<file path="src/rtl/fft_pkg.sv">
// Shared types and default sizing for the FFT frame sequencer.
package fft_pkg;

  typedef enum logic [2:0] {
    S_IDLE    = 3'd0,
    S_LOAD    = 3'd1,
    S_START   = 3'd2,
    S_COMPUTE = 3'd3,
    S_UNLOAD  = 3'd4,
    S_HOLD    = 3'd5
  } state_t;

  localparam int N_IN_DEF    = 64;
  localparam int N_OUT_DEF   = 32;
  localparam int TIMEOUT_DEF = 4096;

  // Index width that stays at least one bit for degenerate sizes.
  function automatic int idx_w(input int n);
    return (n > 1) ? $clog2(n) : 1;
  endfunction

  localparam int IN_IDX_W  = idx_w(N_IN_DEF);
  localparam int OUT_IDX_W = idx_w(N_OUT_DEF);

endpackage

</file>
<file path="src/rtl/fft_sequencer_if.sv">
// Handshake bundle between the sequencer (slave side) and its FFT/SPI/MCU environment.
interface fft_sequencer_if
  import fft_pkg::*;
#(
  parameter int IN_W  = IN_IDX_W,
  parameter int OUT_W = OUT_IDX_W
);
  logic             frame_ready;
  logic             fft_done;
  logic             result_ack;
  logic             fft_load;
  logic [IN_W-1:0]  fft_in_idx;
  logic             fft_start;
  logic             out_we;
  logic [OUT_W-1:0] out_idx;
  logic             result_ready;
  logic             busy;
  logic             timeout_err;
  logic             overrun_err;

  modport slave (
    input  frame_ready, fft_done, result_ack,
    output fft_load, fft_in_idx, fft_start, out_we, out_idx,
           result_ready, busy, timeout_err, overrun_err
  );

  modport master (
    output frame_ready, fft_done, result_ack,
    input  fft_load, fft_in_idx, fft_start, out_we, out_idx,
           result_ready, busy, timeout_err, overrun_err
  );
endinterface

</file>
<file path="src/rtl/fft_sequencer_sync_edge.sv">
// Two-flop synchronizer for an asynchronous level plus a rising-edge pulse.
module sync_edge (
  input  logic clk,
  input  logic reset,
  input  logic i_async,
  output logic o_rise
);
  logic r_meta;
  logic r_sync;
  logic r_sync_d;

  always_ff @(posedge clk or posedge reset) begin
    if (reset) begin
      r_meta   <= 1'b0;
      r_sync   <= 1'b0;
      r_sync_d <= 1'b0;
    end else begin
      r_meta   <= i_async;
      r_sync   <= r_meta;
      r_sync_d <= r_sync;
    end
  end

  assign o_rise = r_sync & ~r_sync_d;
endmodule

</file>
<file path="src/rtl/fft_sequencer.sv">
// Frame sequencer: loads samples into the FFT, starts it, unloads results and
// holds them for the MCU, with compute timeout and frame-overrun flags.
module fft_sequencer
  import fft_pkg::*;
#(
  parameter int N_IN    = N_IN_DEF,
  parameter int N_OUT   = N_OUT_DEF,
  parameter int TIMEOUT = TIMEOUT_DEF
) (
  input  logic           clk,
  input  logic           reset,
  fft_sequencer_if.slave bus
);
  localparam int IN_W  = idx_w(N_IN);
  localparam int OUT_W = idx_w(N_OUT);
  localparam int TO_W  = idx_w(TIMEOUT);
  localparam logic [IN_W-1:0]  IN_LAST  = IN_W'(N_IN - 1);
  localparam logic [OUT_W-1:0] OUT_LAST = OUT_W'(N_OUT - 1);
  localparam logic [TO_W-1:0]  TO_LAST  = TO_W'(TIMEOUT - 1);

  state_t           r_state;
  state_t           w_next;
  logic [IN_W-1:0]  r_load_cnt;
  logic [OUT_W-1:0] r_unload_cnt;
  logic [TO_W-1:0]  r_comp_cnt;
  logic             r_timeout_err;
  logic             r_overrun_err;
  logic             w_frame_evt;
  logic             w_set_timeout;
  logic             w_drop;

  sync_edge u_sync (
    .clk     (clk),
    .reset   (reset),
    .i_async (bus.frame_ready),
    .o_rise  (w_frame_evt)
  );

  always_ff @(posedge clk or posedge reset) begin
    if (reset) r_state <= S_IDLE;
    else       r_state <= w_next;
  end

  always_comb begin
    w_next        = r_state;
    w_set_timeout = 1'b0;
    case (r_state)
      S_IDLE: begin
        if (w_frame_evt) w_next = S_LOAD;
        else             w_next = S_IDLE;
      end
      S_LOAD: begin
        if (r_load_cnt == IN_LAST) w_next = S_START;
        else                       w_next = S_LOAD;
      end
      S_START: w_next = S_COMPUTE;
      S_COMPUTE: begin
        // fft_done wins over a timeout landing in the same cycle.
        if (bus.fft_done) begin
          w_next = S_UNLOAD;
        end else if (r_comp_cnt == TO_LAST) begin
          w_next        = S_IDLE;
          w_set_timeout = 1'b1;
        end else begin
          w_next = S_COMPUTE;
        end
      end
      S_UNLOAD: begin
        if (bus.fft_done && (r_unload_cnt == OUT_LAST)) w_next = S_HOLD;
        else                                            w_next = S_UNLOAD;
      end
      S_HOLD: begin
        if (bus.result_ack) w_next = w_frame_evt ? S_LOAD : S_IDLE;
        else                w_next = S_HOLD;
      end
      default: w_next = S_IDLE;
    endcase
  end

  // A frame event is consumed only from IDLE or by an acked HOLD.
  assign w_drop = w_frame_evt && (r_state != S_IDLE) &&
                  !((r_state == S_HOLD) && bus.result_ack);

  always_ff @(posedge clk or posedge reset) begin
    if (reset) begin
      r_load_cnt   <= '0;
      r_comp_cnt   <= '0;
      r_unload_cnt <= '0;
    end else begin
      if (r_state == S_LOAD)
        r_load_cnt <= (r_load_cnt == IN_LAST) ? '0 : r_load_cnt + IN_W'(1);
      else
        r_load_cnt <= '0;

      if (r_state == S_COMPUTE) r_comp_cnt <= r_comp_cnt + TO_W'(1);
      else                      r_comp_cnt <= '0;

      if (r_state != S_UNLOAD)
        r_unload_cnt <= '0;
      else if (bus.fft_done)
        r_unload_cnt <= (r_unload_cnt == OUT_LAST) ? '0 : r_unload_cnt + OUT_W'(1);
      else
        r_unload_cnt <= r_unload_cnt;
    end
  end

  always_ff @(posedge clk or posedge reset) begin
    if (reset) begin
      r_timeout_err <= 1'b0;
      r_overrun_err <= 1'b0;
    end else begin
      r_timeout_err <= r_timeout_err | w_set_timeout;
      r_overrun_err <= r_overrun_err | w_drop;
    end
  end

  assign bus.fft_load     = (r_state == S_LOAD);
  assign bus.fft_in_idx   = (r_state == S_LOAD) ? r_load_cnt : '0;
  assign bus.fft_start    = (r_state == S_START);
  assign bus.out_we       = (r_state == S_UNLOAD) && bus.fft_done;
  assign bus.out_idx      = (r_state == S_UNLOAD) ? r_unload_cnt : '0;
  assign bus.result_ready = (r_state == S_HOLD);
  assign bus.busy         = (r_state == S_LOAD) || (r_state == S_START) ||
                            (r_state == S_COMPUTE) || (r_state == S_UNLOAD);
  assign bus.timeout_err  = r_timeout_err;
  assign bus.overrun_err  = r_overrun_err;
endmodule

</file>
<file path="src/flat_wrapper.sv">
// flat-port wrapper written by rule: the top's interface ports become plain ports
module fft_sequencer_flat import fft_pkg::*;
#(
  parameter int N_IN    = N_IN_DEF,
  parameter int N_OUT   = N_OUT_DEF,
  parameter int TIMEOUT = TIMEOUT_DEF
)
  (clk, reset, bus_frame_ready, bus_fft_done, bus_result_ack, bus_fft_load, bus_fft_in_idx, bus_fft_start, bus_out_we, bus_out_idx, bus_result_ready, bus_busy, bus_timeout_err, bus_overrun_err);
  fft_sequencer_if bus_i ();
  input  logic clk;
  input  logic reset;
  input wire logic [$bits(bus_i.frame_ready)-1:0] bus_frame_ready;
  input wire logic [$bits(bus_i.fft_done)-1:0] bus_fft_done;
  input wire logic [$bits(bus_i.result_ack)-1:0] bus_result_ack;
  output wire logic [$bits(bus_i.fft_load)-1:0] bus_fft_load;
  output wire logic [$bits(bus_i.fft_in_idx)-1:0] bus_fft_in_idx;
  output wire logic [$bits(bus_i.fft_start)-1:0] bus_fft_start;
  output wire logic [$bits(bus_i.out_we)-1:0] bus_out_we;
  output wire logic [$bits(bus_i.out_idx)-1:0] bus_out_idx;
  output wire logic [$bits(bus_i.result_ready)-1:0] bus_result_ready;
  output wire logic [$bits(bus_i.busy)-1:0] bus_busy;
  output wire logic [$bits(bus_i.timeout_err)-1:0] bus_timeout_err;
  output wire logic [$bits(bus_i.overrun_err)-1:0] bus_overrun_err;
  assign bus_i.frame_ready = bus_frame_ready;
  assign bus_i.fft_done = bus_fft_done;
  assign bus_i.result_ack = bus_result_ack;
  assign bus_fft_load = bus_i.fft_load;
  assign bus_fft_in_idx = bus_i.fft_in_idx;
  assign bus_fft_start = bus_i.fft_start;
  assign bus_out_we = bus_i.out_we;
  assign bus_out_idx = bus_i.out_idx;
  assign bus_result_ready = bus_i.result_ready;
  assign bus_busy = bus_i.busy;
  assign bus_timeout_err = bus_i.timeout_err;
  assign bus_overrun_err = bus_i.overrun_err;
  fft_sequencer #(.N_IN(N_IN), .N_OUT(N_OUT), .TIMEOUT(TIMEOUT)) u_core (.clk(clk), .reset(reset), .bus(bus_i));
endmodule
</file>
<file path="config.mk">
export PLATFORM = sky130hd
export DESIGN_NAME = fft_sequencer_flat
export DESIGN_NICKNAME = d
export VERILOG_FILES = /design/src/rtl/fft_pkg.sv /design/src/rtl/fft_sequencer_if.sv /design/src/rtl/fft_sequencer_sync_edge.sv /design/src/rtl/fft_sequencer.sv /design/src/flat_wrapper.sv
export SDC_FILE = /design/constraint.sdc
export NUM_CORES = 1
export LEC_CHECK = 0
export BUFFER_PORTS_ARGS = -buffer_cell sky130_fd_sc_hd__clkbuf_2
export CAP_MARGIN = 20
export CORE_ASPECT_RATIO = 1.25
export CORE_MARGIN = 2
export CORE_UTILIZATION = 60
export DETAILED_ROUTE_END_ITERATION = 6
export PLACE_DENSITY = 0.81
export SLEW_MARGIN = 20
export SYNTH_ARGS = -nofsm -noshare
export SYNTH_HDL_FRONTEND = slang
export SYNTH_HIERARCHICAL = 1
export SYNTH_SLANG_ARGS = --single-unit
</file>
<file path="constraint.sdc">
create_clock -name clk -period 3.8 [get_ports clk]
set_input_delay 0.38 -clock clk [delete_from_list [all_inputs] [get_ports clk]]
set_output_delay 0.38 -clock clk [all_outputs]
set_load 0.02 [all_outputs]
</file>
# [Word-level counts from Yosys, hierarchy flattened]
# Index checks and enable logic that the tools add are counted.
# Widths: inputs -> output; s select.
[op_classes] n_eq_ne=9 n_bitwise=4 n_mux=18 reduce_logical=12 addsub=3
[ops] operator="$mux 5" n=4
[ops] operator="$mux 6" n=3
[ops] operator="$pmux 3 s6" n=1
[ops] operator="$add 12x1->12 const B" n=1
[ops] operator="$eq 12x12->1 const B" n=1
[ops] operator="$mux 12" n=1
[ops] operator="$add 6x1->6 const B" n=1
[ops] operator="$eq 3x2->1 const B" n=2
[ops] operator="$eq 3x3->1 const B" n=2
[ops] operator="$eq 6x6->1 const B" n=1
[ops] operator="$mux 3" n=2
[ops] operator="$add 5x1->5 const B" n=1
[ops] operator="$eq 5x5->1 const B" n=1
[ops] operator="$logic_and 1x1->1" n=5
[ops] operator="$mux 1" n=5
[ops] operator="$mux 2" n=2
[ops] operator="$eq 3x1->1 const B" n=1
[ops] operator="$logic_not 3->1" n=1
[ops] operator="$logic_or 1x1->1" n=3
[ops] operator="$ne 3x3->1 const B" n=1
[ops] operator="$reduce_bool 3->1" n=1
[ops] operator="$or 1x1->1" n=2
[ops] operator="$reduce_bool 2->1" n=1
[ops] operator="$and 1x1->1" n=1
[ops] operator="2 further kinds" n=2
[totals] wordCells=55 input_bits=5 register_bits=31

# [Logic depth before layout (Yosys ltp)]
[depth] depth_word=5 mapped_depth=6

# [By module]
# Netlist, hierarchy kept.
[modules_own_cells] mod="fft_sequencer" area_each_um2=1497.7 n_inst=1 cells_per_inst=155 seq_area_each_um2=700.7
[modules_own_cells] mod="sync_edge" area_each_um2=92.6 n_inst=1 cells_per_inst=5 seq_area_each_um2=75.1

# [Worst setup path before layout]
# OpenSTA, ideal clock, no wires.
[synth_timing] path_type="register -> output" startpoint="register u_core.r_state[0]" endpoint="output bus_out_idx[2]" n_path_buf=2 slack_ns=2.220 path_stages_with_launch=4 t_arrival_ns=1.200 t_required_ns=3.420 cell_sequence="dfrtp_1 buf_4 clkbuf_1 nor3_1"
[synth_between] elab_chain_len=2
[synth_rtl] element="start, declared" line_no="fft_sequencer.sv:21" rtl="state_t r_state;"
[synth_rtl] element="start signal, assigned" line_no="fft_sequencer.sv:41" rtl="else r_state <= w_next;"
[synth_rtl] element="$eq 3x3->1" line_no="fft_sequencer.sv:121" rtl="assign bus.out_idx = (r_state == S_UNLOAD) ? r_unload_cnt : '0;"
[synth_rtl] element="$mux 5" line_no="fft_sequencer.sv:121"
[synth_rtl] element="end, declared" line_no="flat_wrapper.sv:19" rtl="output wire logic [$bits(bus_i.out_idx)-1:0] bus_out_idx;"
# No other way between the ends.

# [Worst setup path after layout]
[layout_timing] startpoint="register u_core.r_state[0]" endpoint="output bus_fft_in_idx[1]"
[layout_between] elab_chain_len=2
[layout_rtl] element="$eq 3x1->1" line_no="fft_sequencer.sv:118" rtl="assign bus.fft_in_idx = (r_state == S_LOAD) ? r_load_cnt : '0;"
[layout_rtl] element="$mux 6" line_no="fft_sequencer.sv:118"
[layout_rtl] element="end, declared" line_no="flat_wrapper.sv:16" rtl="output wire logic [$bits(bus_i.fft_in_idx)-1:0] bus_fft_in_idx;"
# No other way between the ends.

==> summary.md <==
| Metric | Value |
|---|---|
| Fmax | 0.385 GHz |
| Met2 usage in global routing | 38.2% |
| Netlist area before placement | 1590 µm² |
| Num rows | 20 |
| Sequential share of the synthesized area | 48.8% |
| Reg-to-reg startpoint | u_core/r_state[0]$_DFF_PP0_ |
| Final setup viols | 0 |
| Library cell used as clock root buffer | sky130_fd_sc_hd__clkbuf_4 |
| Global-route usage over all layers | 22.4% |
| Launching element type of the critical path | register |
| Post-route minimum period | 2.60 ns |
| Most common cell after layout, fill and taps aside | sky130_fd_sc_hd__dfrtp_1 |
| Die H | 61.6 µm |
| Final Wtd Congestion | 0.796 |
| TritonCTS clock tree | done |
| Max Cap Viol | 0 |
| Average cell area after synthesis | 9.94 µm² |
| DRC marker count from the first detailed-route iteration | 18 |
| CP Data Required Time | 3.42 ns |
| Global-route wire length before repair | 5.00 mm |
| Buffer depth of the longest clock path | 2 |
| Share of the synthesized area in the top cell type | 48.8% |
| Number of nets at the end of the flow | 193 |
| Busiest layer in global routing | met2 |
| Number of standard cells after synthesis | 160 |
| Total iterations of the first detailed-routing run | 4 |
| Setup TNS Final | 0 ns |
| Unrepaired setup endpoints after global routing | false |
| Total length of routed wires | 3.07 mm |
| Clock transition at the register clock pins on the worst setup and hold paths after CTS | 0.10 ns |
| Horizontal extent of the die | 50.0 µm |
| Critical path fanouts, max | 18 |
| Post-synth EDFFs | 0 |
| H-Tree Depth | 2 |
| Most used DFF post-synth | sky130_fd_sc_hd__dfrtp_1 |
| Fraction of final layout cells sized beyond drive strength 1 | 22.2% |
| Core ar. | 2480 µm² |
| Net Count, Synth | 169 |
| Final HPWL DP | 2.10 mm |
| Worst-case vdd ir drop | 0.391 mV |
| Final hold vios | 0 |
| Post-synthesis async set-or-reset flop share | 100% |
| Via count of the first global-routing pass | 1,145 |
| Sequential cell area | 776 µm² |
| Total power density per cell area | 436 nW/µm² |
| Outcome | finished, final reports clean |
| Flops & latches, synth | 31 |
| Met1 track utilization from global routing | 24.7% |
| Final Max Slew Viols | 0 |
| Area used by multi-input combinational logic | 753 µm² |
| Synth area leaders | sky130_fd_sc_hd__dfrtp_1, sky130_fd_sc_hd__and2_1, sky130_fd_sc_hd__nor2_1, sky130_fd_sc_hd__xnor2_1, sky130_fd_sc_hd__xor2_1 |
| Number of instances resized during post-cts repair | 0 |
| Worst rel slew slack | 40.1% |
| Largest net degree at the start of global routing | 29 |
| Overall power after layout | 787 µW |
| Routed WL per cell | 14.1 µm |
| Total inserted antenna cells | 0 |
| Category of the most critical setup path | reg2out |
| Number of filler instances in the final layout | 181 |
| Vias post-DR | 1,192 |
| Leftover overflow at the end of global routing | 0 |
| Number of vias per cell after detailed routing | 5.47 |
| Arrival time at the worst endpoint | 2.22 ns |
| Met3 usage | 7.77% |
| Number of warnings reported in the yosys synthesis log | 6 |
| Commonest non-fill, non-tap cells in the layout | sky130_fd_sc_hd__dfrtp_1, sky130_fd_sc_hd__clkbuf_2, sky130_fd_sc_hd__nor2_1 |
| Port Buffer Count | 22 |
| Number of nets with antenna violations after detailed routing | 0 |
| Critical path capture point type | output pin |
| Clock net sink count | 31 |
| Final cycle utilization of the critical path | 68.4% |
| Area growth from synthesis to final layout | 13.6% |
| Total DRC errors in the routed layout | 0 |
| Leakage Power | 0.846 nW |
| Type of the worst min-delay path | in2reg |
| Hold Startpoint | bus_frame_ready |
| Final setup skew | 0.00539 ns |
| Cell taking the most area after synthesis | sky130_fd_sc_hd__dfrtp_1 |
| Count of distinct cell types in the synthesized netlist | 36 |
| Critical path startpoint | u_core/r_state[0]$_DFF_PP0_ |
| Number of antenna violations at the first check in global routing | 0 |
| Number of buffers created by CTS | 5 |
| I/O pin count | 23 |
| Effective utilization at floorplan | 64.2% |
| Total die area | 3080 µm² |
| Clock insertion delay at the later pin of the skew report | 0.33 ns |
| Worst slew pin tran | 0.896 ns |
[routing by layer]
layer	vias to the layer above	part of all wire (%)
met4	0	2.5
met2	28	51
met5	-	0
li1	579	-
met1	577	42
met3	8	4.4
[final timing paths]
check	slack, ns	end	depth (start not counted)
setup / recovery	1.20	bus_fft_in_idx[1]	3
hold / removal	0.15	u_core/u_sync/r_meta$_DFF_PP0_	1
setup reg to reg	1.58	u_core/r_state[0]$_DFF_PP0_	3
hold reg to reg	0.36	u_core/u_sync/r_sync$_DFF_PP0_	0
max in group asynchronous	2.77	u_core/r_unload_cnt[0]$_DFFE_PP0P_	3
min in group asynchronous	0.45	u_core/u_sync/r_meta$_DFF_PP0_	3
[synthesized netlist by cell type (6+ instances only)]
cell type and count:
sky130_fd_sc_hd__dfrtp_1 31, sky130_fd_sc_hd__nor3_1 6, sky130_fd_sc_hd__xor2_1 6, sky130_fd_sc_hd__xnor2_1 8
sky130_fd_sc_hd__nor2_1 19, sky130_fd_sc_hd__inv_1 8, sky130_fd_sc_hd__nand2_1 11, sky130_fd_sc_hd__and2_1 14
[worst max-delay path, stage by stage, from the launching register on]
cell                       delay, ns
sky130_fd_sc_hd__dfrtp_1        0.69
sky130_fd_sc_hd__nor3b_1        0.80
sky130_fd_sc_hd__and2_1         0.23
sky130_fd_sc_hd__clkbuf_2       0.17
[final cells by class]
type / count / area share (%)
sequential: 31 / 42.9
multi-input combinational: 115 / 41.7
timing repair buffer: 23 / 6.65
clock buffer: 6 / 2.84
tap: 33 / 2.29
clock inverter: 2 / 1.94
inverter: 8 / 1.66
[stage by stage]
stage	area (µm²)	cells	setup slack [ns]	util [%]	hold WS, ns
2_1_floorplan	1590	160	2.22	-	0.134
3_3_place_gp	1710	209	1.69	69.0	0.235
3_5_place_dp	1710	209	1.61	69.0	0.246
4_1_cts	1810	218	1.23	72.9	0.136
5_1_grt	1810	218	1.01	72.9	0.121
6_report	1810	218	1.20	72.9	0.150
[logic make-up (layout without fill, tap and decap cells)]
kind of cell             count (synthesis)  count (layout)  synth area share [%]
XOR/XNOR                                14              14                  7.71
buffers and inverters                   14              39                  3.86
adder cells (fa/ha/maj)                  4               4                  3.15
AND/OR/NAND/NOR                         79              79                  28.6
AO/OA/AOI/OAI                           14              14                  5.27
flip-flops                              31              31                  48.8
multiplexers                             4               4                  2.60
[power by group]
group / switching (mW) / internal, mW / total (mW)
sequential: 0.0268 / 0.354 / 0.381
combinational: 0.0806 / 0.0563 / 0.137
clock: 0.114 / 0.155 / 0.269
[state kept, by name (all words and copies together), names as in the netlist]
register / flops
u_core/bus.timeout_err: 1
u_core/r_unload_cnt: 5
u_core/r_state: 3
u_core/u_sync/r_sync: 1
u_core/r_comp_cnt: 12
u_core/bus.overrun_err: 1
u_core/r_load_cnt: 6
u_core/u_sync/r_sync_d: 1
u_core/u_sync/r_meta: 1
[what timing repair did]
action,CTS,global route
hold buffers,1,0
endpoints found under the setup margin,0,0
hold endpoints to repair,3,0
buffers inserted,0,0
Power figures use the tool's default switching activity.
